File: src/rtl/alu_cmd_sequencer.sv
// Issue stage for the 8-bit ALU. Commands are queued in a small FIFO, the head drives the ALU,
// and the ALU outputs are captured into a result register handed out over valid/ready.
module alu_cmd_sequencer #(
  parameter  int DEPTH = 4,
  localparam int CNT_W = $clog2(DEPTH) + 1
) (
  input  logic             clk,
  input  logic             rst_n,
  input  logic             cmd_valid,
  output logic             cmd_ready,
  input  logic [7:0]       cmd_a,
  input  logic [7:0]       cmd_b,
  input  logic [3:0]       cmd_op,
  output logic [7:0]       alu_a,
  output logic [7:0]       alu_b,
  output logic [3:0]       alu_sel,
  input  logic [7:0]       alu_res,
  input  logic             alu_cout,
  output logic             res_valid,
  input  logic             res_ready,
  output logic [7:0]       res_data,
  output logic             res_carry,
  output logic             res_dz,
  output logic [CNT_W-1:0] fifo_count
);

  localparam int PTR_W = $clog2(DEPTH);

  typedef enum logic [0:0] {
    RES_EMPTY = 1'b0,
    RES_FULL  = 1'b1
  } res_state_e;

  function automatic logic calc_dz(input logic [3:0] op, input logic [7:0] b);
    return (op == 4'b0011) && (b == 8'd0);
  endfunction

  function automatic logic [7:0] calc_data(input logic dz, input logic [7:0] res);
    return dz ? 8'hFF : res;
  endfunction

  function automatic logic calc_carry(input logic [3:0] op, input logic cout);
    return (op == 4'b0000) ? cout : 1'b0;
  endfunction

  logic [7:0]       mem_a_q  [DEPTH];
  logic [7:0]       mem_b_q  [DEPTH];
  logic [3:0]       mem_op_q [DEPTH];
  logic [PTR_W-1:0] wr_ptr_q, wr_ptr_d;
  logic [PTR_W-1:0] rd_ptr_q, rd_ptr_d;
  logic [CNT_W-1:0] count_q, count_d;
  res_state_e       state_q, state_d;
  logic [7:0]       res_data_q;
  logic             res_carry_q;
  logic             res_dz_q;
  logic             res_valid_s;
  logic             cmd_ready_s;
  logic             head_present_s;
  logic             push_s;
  logic             load_s;
  logic             head_dz_s;

  // Handshake qualifiers; cmd_ready only looks at the registered count
  always_comb begin
    cmd_ready_s    = (count_q < CNT_W'(DEPTH));
    head_present_s = (count_q != {CNT_W{1'b0}});
    push_s         = cmd_valid && cmd_ready_s;
    load_s         = head_present_s && (!res_valid_s || res_ready);
  end

  // ALU is driven from FIFO storage, zeros when nothing is queued
  always_comb begin
    if (head_present_s) begin
      alu_a   = mem_a_q[rd_ptr_q];
      alu_b   = mem_b_q[rd_ptr_q];
      alu_sel = mem_op_q[rd_ptr_q];
    end else begin
      alu_a   = 8'd0;
      alu_b   = 8'd0;
      alu_sel = 4'd0;
    end
  end

  // Pointer and occupancy next-state
  always_comb begin
    wr_ptr_d = push_s ? (wr_ptr_q + PTR_W'(1)) : wr_ptr_q;
    rd_ptr_d = load_s ? (rd_ptr_q + PTR_W'(1)) : rd_ptr_q;
    case ({push_s, load_s})
      2'b10:   count_d = count_q + CNT_W'(1);
      2'b01:   count_d = count_q - CNT_W'(1);
      default: count_d = count_q;
    endcase
  end

  // FIFO storage and pointer registers
  always_ff @(posedge clk or negedge rst_n) begin
    if (!rst_n) begin
      for (int i = 0; i < DEPTH; i++) begin
        mem_a_q[i]  <= 8'd0;
        mem_b_q[i]  <= 8'd0;
        mem_op_q[i] <= 4'd0;
      end
      wr_ptr_q <= {PTR_W{1'b0}};
      rd_ptr_q <= {PTR_W{1'b0}};
      count_q  <= {CNT_W{1'b0}};
    end else begin
      if (push_s) begin
        mem_a_q[wr_ptr_q]  <= cmd_a;
        mem_b_q[wr_ptr_q]  <= cmd_b;
        mem_op_q[wr_ptr_q] <= cmd_op;
      end
      wr_ptr_q <= wr_ptr_d;
      rd_ptr_q <= rd_ptr_d;
      count_q  <= count_d;
    end
  end

  // Result register state
  always_ff @(posedge clk or negedge rst_n) begin
    if (!rst_n) begin
      state_q <= RES_EMPTY;
    end else begin
      state_q <= state_d;
    end
  end

  // Result register next-state
  always_comb begin
    state_d = state_q;
    case (state_q)
      RES_EMPTY: begin
        if (load_s) state_d = RES_FULL;
        else        state_d = RES_EMPTY;
      end
      RES_FULL: begin
        if (load_s)         state_d = RES_FULL;
        else if (res_ready) state_d = RES_EMPTY;
        else                state_d = RES_FULL;
      end
      default: state_d = RES_EMPTY;
    endcase
  end

  // Result register state decode
  always_comb begin
    res_valid_s = 1'b0;
    case (state_q)
      RES_EMPTY: res_valid_s = 1'b0;
      RES_FULL:  res_valid_s = 1'b1;
      default:   res_valid_s = 1'b0;
    endcase
  end

  // The dz flag overrides whatever quotient the ALU produces for a zero divisor
  always_comb begin
    head_dz_s = calc_dz(alu_sel, alu_b);
  end

  // Result payload capture; held while the consumer stalls
  always_ff @(posedge clk or negedge rst_n) begin
    if (!rst_n) begin
      res_data_q  <= 8'd0;
      res_carry_q <= 1'b0;
      res_dz_q    <= 1'b0;
    end else if (load_s) begin
      res_data_q  <= calc_data(head_dz_s, alu_res);
      res_carry_q <= calc_carry(alu_sel, alu_cout);
      res_dz_q    <= head_dz_s;
    end else begin
      res_data_q  <= res_data_q;
      res_carry_q <= res_carry_q;
      res_dz_q    <= res_dz_q;
    end
  end

  assign cmd_ready  = cmd_ready_s;
  assign res_valid  = res_valid_s;
  assign res_data   = res_data_q;
  assign res_carry  = res_carry_q;
  assign res_dz     = res_dz_q;
  assign fifo_count = count_q;

endmodule

File: config.mk
export PLATFORM = sky130hd
export DESIGN_NAME = alu_cmd_sequencer
export DESIGN_NICKNAME = d
export VERILOG_FILES = /design/src/rtl/alu_cmd_sequencer.sv
export SDC_FILE = /design/constraint.sdc
export NUM_CORES = 1
export LEC_CHECK = 0
export ABC_AREA = 1
export CAP_MARGIN = 20
export CORE_ASPECT_RATIO = 0.8
export CORE_MARGIN = 2
export CORE_UTILIZATION = 30
export DETAILED_ROUTE_END_ITERATION = 12
export HOLD_SLACK_MARGIN = 0.06
export PLACE_DENSITY_LB_ADDON = 0.15
export SYNTH_ARGS = -nofsm -noshare
export SYNTH_HDL_FRONTEND = slang
export SYNTH_SLANG_ARGS = --single-unit
export TNS_END_PERCENT = 100
File: constraint.sdc
create_clock -name clk -period 3 [get_ports clk]
set_clock_uncertainty 0.05 [all_clocks]
set_input_delay 0.6 -clock clk [delete_from_list [all_inputs] [get_ports clk]]
set_output_delay 0.6 -clock clk [all_outputs]
set_load 0.005 [all_outputs]
==> flow_metrics.tcl, run 1 <==
set metrics [dict create \
    dieArea_um2 16530 \
    ctsHoldBuffers 0 \
    wl_um 11670 \
    dpl_cell_area_um2 5522 \
    syn-instance-count 588 \
    vias 3822 \
    grt_pass1_vias 3870 \
    fin_area_um2 5803 \
    fp-row-count 40 \
    port_buffers 67 \
    syn_nets 627 \
    outcome "finished clean" \
    start_util_pct 30.78 \
    crit_chain "buf_4, nor2_1, nor2_1, o21ai_0, a21oi_1, clkdlybuf4s50_1" \
    cts_max_level 3 \
    cts.clk_slew.worst_paths_ns 0.07 \
    drv_cap 0 \
    post-cts-setup-buffer-count 0 \
    clkPwrFrac_pct 17.1 \
    tightest_slew_ns 0.4853 \
    tns_ns 0 \
    cts_tree "built" \
    worst-path-buf-inv 2 \
    layout.nets 684 \
    critPathArrivalTime_ns 2.10 \
    final_util_pct 38.39 \
    setup_viol 0 \
    ant_nets 0 \
    r2r-end "fifo_count[2]" \
    antenna_found_initial 0 \
    clockBufferDepth 2 \
    crit_required_ns 2.35 \
    grt_use_total_pct 15.20 \
    yosysWarnings 0 \
    power.switching_mw 2.504 \
    crit-reg2reg-launch "fifo_count[0]" \
    clock_latency_ns 0.34 \
    synth_seq_cells 98 \
    seq_area_frac_synth_pct 52.72 \
    p_seq_share_pct 35.3 \
    routedWlPerCell_um 13.59 \
    stdcell_count 859 \
    p_int_mw 3.919 \
    relSlewSlack_pct 67.64 \
    leakagePower_nw 2.858 \
    netSwitchingFraction_pct 38.98 \
    ff2ff_path_depth 11 \
    syn_to_final_growth_pct 24.74 \
    critPathMostFrequentCell "nor2_1" \
    fmax_mhz 363.1 \
    busiest_layer "met2" \
    die_h_um 115.4 \
    maxSlewViolCount 0 \
    drc 0 \
    root_buffer "clkbuf_16" \
    ys_types 24 \
    period_share_pct 91.79 \
    grt_pass1_wl_um 19440 \
    cts-buffers-inserted 9 \
    grt-ovfl-total 0 \
    avgViaCountPerCell 4.449 \
    rsz0062_at_grt "no" \
    cp_slowest_cell "dfrtp_2" \
    cpPeakStageDelay_ns 0.54 \
    startpoint_type "flip-flop" \
    hold_violations 0 \
    grt_util_met3_pct 2.707 \
    coreArea_um2 15110 \
    layout-drive-gt1-share_pct 5.701 \
    p_comb_share_pct 47.6 \
    r2r_slack_ns 0.89 \
    grt_max_degree 65 \
    layout_common_cells "nand2_1, o21ai_0, dfrtp_1" \
    power_density_nw_per_um2 1107 \
    dp_hpwl_um 7668 \
    place_inst 844 \
    avgSynthCellArea_um2 7.912 \
    min_period_ns 2.754 \
    cp_max_fo 14 \
    use_met1_pct 20.51 \
    gp_congestion 0.8015 \
    drt_first_pass_iters 4 \
    fp.dieW_um 143.2 \
    antenna_cells 0 \
    num_io_pins 68 \
    grtUsageMet2_pct 24.47 \
    crit_path_end_kind "primary output" \
    cp_top_family "buffers and inverters" \
    cts.sinks 98 \
    hp-class "in -> async" \
    syn_area_um2 4652 \
    cts-resized-gates 0 \
    dr.first_iter.drc_count 250 \
    critPathKind "reg -> out" \
    ir_worst_vdd_mv 0.3353 \
    mostFrequentLayoutCell "nand2_1" \
]
==> cells by family (layout without fill, tap and decap cells) <==
kind of cell / count (synthesis) / in the layout / synth area share, %
DFF: 98 / 98 / 52.72
AOI/OAI and AO/OA: 117 / 117 / 12.59
buffers and inverters: 112 / 173 / 10.27
xor gates and xnor gates: 4 / 4 / 0.7532
adders and majority gates: 6 / 6 / 1.775
and+or+nand+nor: 251 / 251 / 21.89
==> flip-flops by register name, summed over array words and instances (netlist names) <==
register,cells
mem_a_q,32
mem_b_q,32
mem_op_q,16
res_data,8
fifo_count,3
rd_ptr_q,2
wr_ptr_q,2
res_carry,1
res_dz,1
state_q,1
==> worst reg2reg max path: stages (launching register included) <==
cell and delay, ns:
dfrtp_1 0.40, inv_2 0.06, nand3_1 0.11, buf_4 0.22, nand2_1 0.10, inv_1 0.08, ha_1 0.13, inv_1 0.06
fa_1 0.37, a21oi_1 0.14, o21ai_0 0.11, xor2_1 0.15
==> synthesized netlist by cell type, drive strengths merged <==
| cell type | instances | area share (%) |
|---|---|---|
| inv | 79 | 6.5 |
| nand2 | 167 | 14 |
| nand3 | 29 | 3.5 |
| clkbuf | 18 | 1.5 |
| dfrtp | 98 | 53 |
| xnor2 | 1 | 0.19 |
| ha | 5 | 1.3 |
| buf | 15 | 2.3 |
| o21ai | 101 | 11 |
| nand4 | 1 | 0.13 |
| xor2 | 3 | 0.56 |
| fa | 1 | 0.43 |
| nor2 | 54 | 4.7 |
| a21oi | 16 | 1.7 |
==> how the worst max path moves through the flow <==
stage | start | end | slack [ns] | depth (start not counted)
floorplan | fifo_count[0] | fifo_count[2] | 0.78 | 12
global placement | rd_ptr_q[0] | alu_a[7] | 0.46 | 6
detailed placement | rd_ptr_q[0] | alu_a[7] | 0.46 | 6
CTS | rd_ptr_q[0] | alu_a[7] | 0.07 | 6
global route | rd_ptr_q[0] | alu_a[7] | 0.08 | 6
finish | rd_ptr_q[0] | alu_a[7] | 0.25 | 6
==> power by group through the flow <==
stage / sequential [mW] / clock (mW) / combinational (mW)
finish: 2.27 / 1.10 / 3.06
global route: 2.35 / 1.18 / 3.50
CTS: 2.27 / 1.13 / 3.12
detailed placement: 2.28 / 0 / 3.11
global placement: 2.27 / 0 / 3.06
floorplan: 2.18 / 0 / 1.91
==> routing by layer <==
metal / wire length, um / part of all wire [%]
met1: 5748 / 49
met2: 5273 / 45
met3: 419 / 3.6
met4: 230 / 2.0
met5: 0 / 0
==> layout make-up <==
class                           instances  area (um2)
Clock inverter                          3       23.77
Sequential cell                        98        2454
Tap cell                              210       262.8
Clock buffer                           12       256.5
Multi-Input combinational cell        378        1722
Inverter                               79       301.5
Timing Repair Buffer                   79       783.3
Fill cell                            1562        9311
==> stage by stage <==
step,hold WS [ns],worst slack [ns],power (mW)
after floorplan,0.2544,0.7757,4.091
after global placement,0.4126,0.4624,5.333
after detailed placement,0.4212,0.4628,5.395
after CTS,0.1796,0.06645,6.518
after global routing,0.1977,0.08095,7.033
final,0.1676,0.2462,6.422
Note: power is estimated with default switching activity, not from simulation.
==> run 2: changes to the inputs <==
--- a/config.mk
+++ b/config.mk
@@ -13,6 +13,7 @@
 export DETAILED_ROUTE_END_ITERATION = 12
 export HOLD_SLACK_MARGIN = 0.06
 export PLACE_DENSITY_LB_ADDON = 0.15
+export REMOVE_ABC_BUFFERS = 1
 export SYNTH_ARGS = -nofsm -noshare
 export SYNTH_HDL_FRONTEND = slang
 export SYNTH_SLANG_ARGS = --single-unit
==> run 2 against run 1 <==
  * Highest routed layer unchanged
  * Combinational power about the same
  * Critical path depth unchanged
  * Design area up 0.84%
  * Setup slack worse by 0.067 ns
  * Wire length up 3.0%
  * Sequential share of layout area down 0.37 points
  * Die area unchanged
  * First-iteration DRC count up 18%
  * Critical path type unchanged
  * Via count down 0.47%
  * Clock power up 20%
  * Hold slack worse by 0.0081 ns
==> flow_metrics.tcl, run 2 (synthesis results as in run 1) <==
set metrics [dict create \
    outcome "finished clean" \
    post-cts-setup-buffer-count 0 \
    pre_cts_ws_ns 0.5090 \
    drv_cap 0 \
    layout_common_cells "nand2_1, o21ai_0, dfrtp_1" \
    gp_congestion 0.7636 \
    maxSlewViolCount 0 \
    ant_nets 0 \
    clockBufferDepth 2 \
    mostFrequentLayoutCell "nand2_1" \
    seq_area_um2 2452 \
    syn_to_final_growth_pct 25.79 \
    grt-ovfl-total 0 \
    layout-drive-gt1-share_pct 5.684 \
    cts-resized-gates 0 \
    final_util_pct 38.72 \
    crit_start "rd_ptr_q[0]" \
    vias 3804 \
    cts_tree "built" \
    crit_path_end_kind "primary output" \
    num_io_pins 68 \
    clock_latency_ns 0.36 \
    grt_max_degree 63 \
    multi_input_area_um2 1722 \
    cts_max_level 3 \
    wl_um 12020 \
    die_h_um 115.4 \
    power_density_nw_per_um2 1135 \
    fp-row-count 40 \
    dp_hpwl_um 7809 \
    relSlewSlack_pct 63.51 \
    period_share_pct 94.02 \
    top_regs "mem_a_q (32), mem_b_q (32), mem_op_q (16)" \
    grt_pass1_wl_um 19600 \
    drt_first_pass_iters 4 \
    cp-endpoint "alu_a[4]" \
    cts.sinks 98 \
    cts.clk_slew.worst_paths_ns 0.06 \
    startpoint_type "flip-flop" \
    root_buffer "clkbuf_16" \
    dieArea_um2 16530 \
    critPathMostFrequentCell "nor2_1" \
    drc 0 \
    place_inst 845 \
    cp_max_fo 17 \
    fillers 1578 \
    ir_worst_vdd_mv 0.3493 \
    antenna_cells 0 \
    layout.nets 685 \
    crit_required_ns 2.35 \
    routedWlPerCell_um 13.96 \
    holdWs_ns 0.1595 \
    grt_pass1_vias 3883 \
    cpPeakStageDelay_ns 0.55 \
    ctsHoldBuffers 0 \
    critPathKind "reg -> out" \
    fp.dieW_um 143.2 \
    hold_violations 0 \
    critPathArrivalTime_ns 2.17 \
    hp-class "in -> async" \
    crit_chain "buf_4, nor2_1, nor2_1, o21ai_0, a21oi_1, clkdlybuf4s50_1" \
    finalPower_mw 6.642 \
    rsz0062_at_grt "no" \
    setup_ws_ns 0.1793 \
    grt_use_total_pct 15.68 \
    crit-reg2reg-launch "fifo_count[0]" \
    tightest_slew_ns 0.5461 \
    coreArea_um2 15110 \
    fmax_mhz 354.5 \
    fin_area_um2 5852 \
    r2r-end "fifo_count[2]" \
    ff2ff_path_depth 11 \
    cp_slowest_cell "clkdlybuf4s50_1" \
    r2r_slack_ns 0.88 \
    antenna_found_initial 0 \
    port_buffers 67 \
    setup_viol 0 \
    min_period_ns 2.821 \
    dpl_cell_area_um2 5517 \
    tns_ns 0 \
    avgViaCountPerCell 4.418 \
    leakagePower_nw 2.887 \
    cts-buffers-inserted 9 \
    start_util_pct 30.78 \
    stdcell_count 861 \
    dr.first_iter.drc_count 296 \
]
-- run 2: critical path: cells and delay by family (launching register included) --
kind | cells | cell delay, ns
buffers and inverters | 2 | 0.84
flip-flops | 1 | 0.52
AO/OA/AOI/OAI | 2 | 0.31
AND/OR/NAND/NOR | 2 | 0.15
-- run 2: how the worst min path moves through the flow --
| stage | slack [ns] | endpoint | depth (start not counted) | start |
|---|---|---|---|---|
| 2_1_floorplan | 0.25 | fifo_count[0] | 0 | rst_n |
| 3_3_place_gp | 0.41 | mem_a_q[7] | 2 | mem_a_q[7] |
| 3_5_place_dp | 0.42 | mem_a_q[7] | 2 | mem_a_q[7] |
| 4_1_cts | 0.18 | mem_b_q[13] | 1 | rst_n |
| 5_1_grt | 0.19 | mem_b_q[13] | 1 | rst_n |
| 6_report | 0.16 | mem_b_q[13] | 1 | rst_n |
-- run 2: layer usage --
metal,vias to the layer above,share of wire (%),global-route usage [%]
met5,-,0,0
met4,0,1.9,4.902
met3,17,4.4,4.873
met2,72,45,24.78
met1,1780,49,20.76
li1,1935,-,-
-- run 2: layout make-up --
| class | instances | area share, % |
|---|---|---|
| timing repair buffer | 80 | 13.30 |
| sequential | 98 | 41.91 |
| clock buffer | 11 | 3.977 |
| clock inverter | 5 | 1.753 |
| tap | 210 | 4.490 |
| inverter | 79 | 5.153 |
| multi-input combinational | 378 | 29.42 |
-- run 2: power by group --
| part | switching (mW) | internal (mW) |
|---|---|---|
| Clock | 0.504 | 0.814 |
| Combinational | 1.69 | 1.38 |
| Sequential | 0.330 | 1.92 |
==> run 3: changes to the inputs <==
--- a/config.mk
+++ b/config.mk
@@ -6,7 +6,8 @@
 export NUM_CORES = 1
 export LEC_CHECK = 0
 export ABC_AREA = 1
-export CAP_MARGIN = 20
+export ABC_CLOCK_PERIOD_IN_PS = 3000
+export CAP_MARGIN = 10
 export CORE_ASPECT_RATIO = 0.8
 export CORE_MARGIN = 2
 export CORE_UTILIZATION = 30
@@ -14,6 +15,7 @@
 export HOLD_SLACK_MARGIN = 0.06
 export PLACE_DENSITY_LB_ADDON = 0.15
 export REMOVE_ABC_BUFFERS = 1
+export SKIP_LAST_GASP = 1
 export SYNTH_ARGS = -nofsm -noshare
 export SYNTH_HDL_FRONTEND = slang
 export SYNTH_SLANG_ARGS = --single-unit
==> results of run 3 <==
The final DEF is identical to that of run 2; final timing and power are the same.
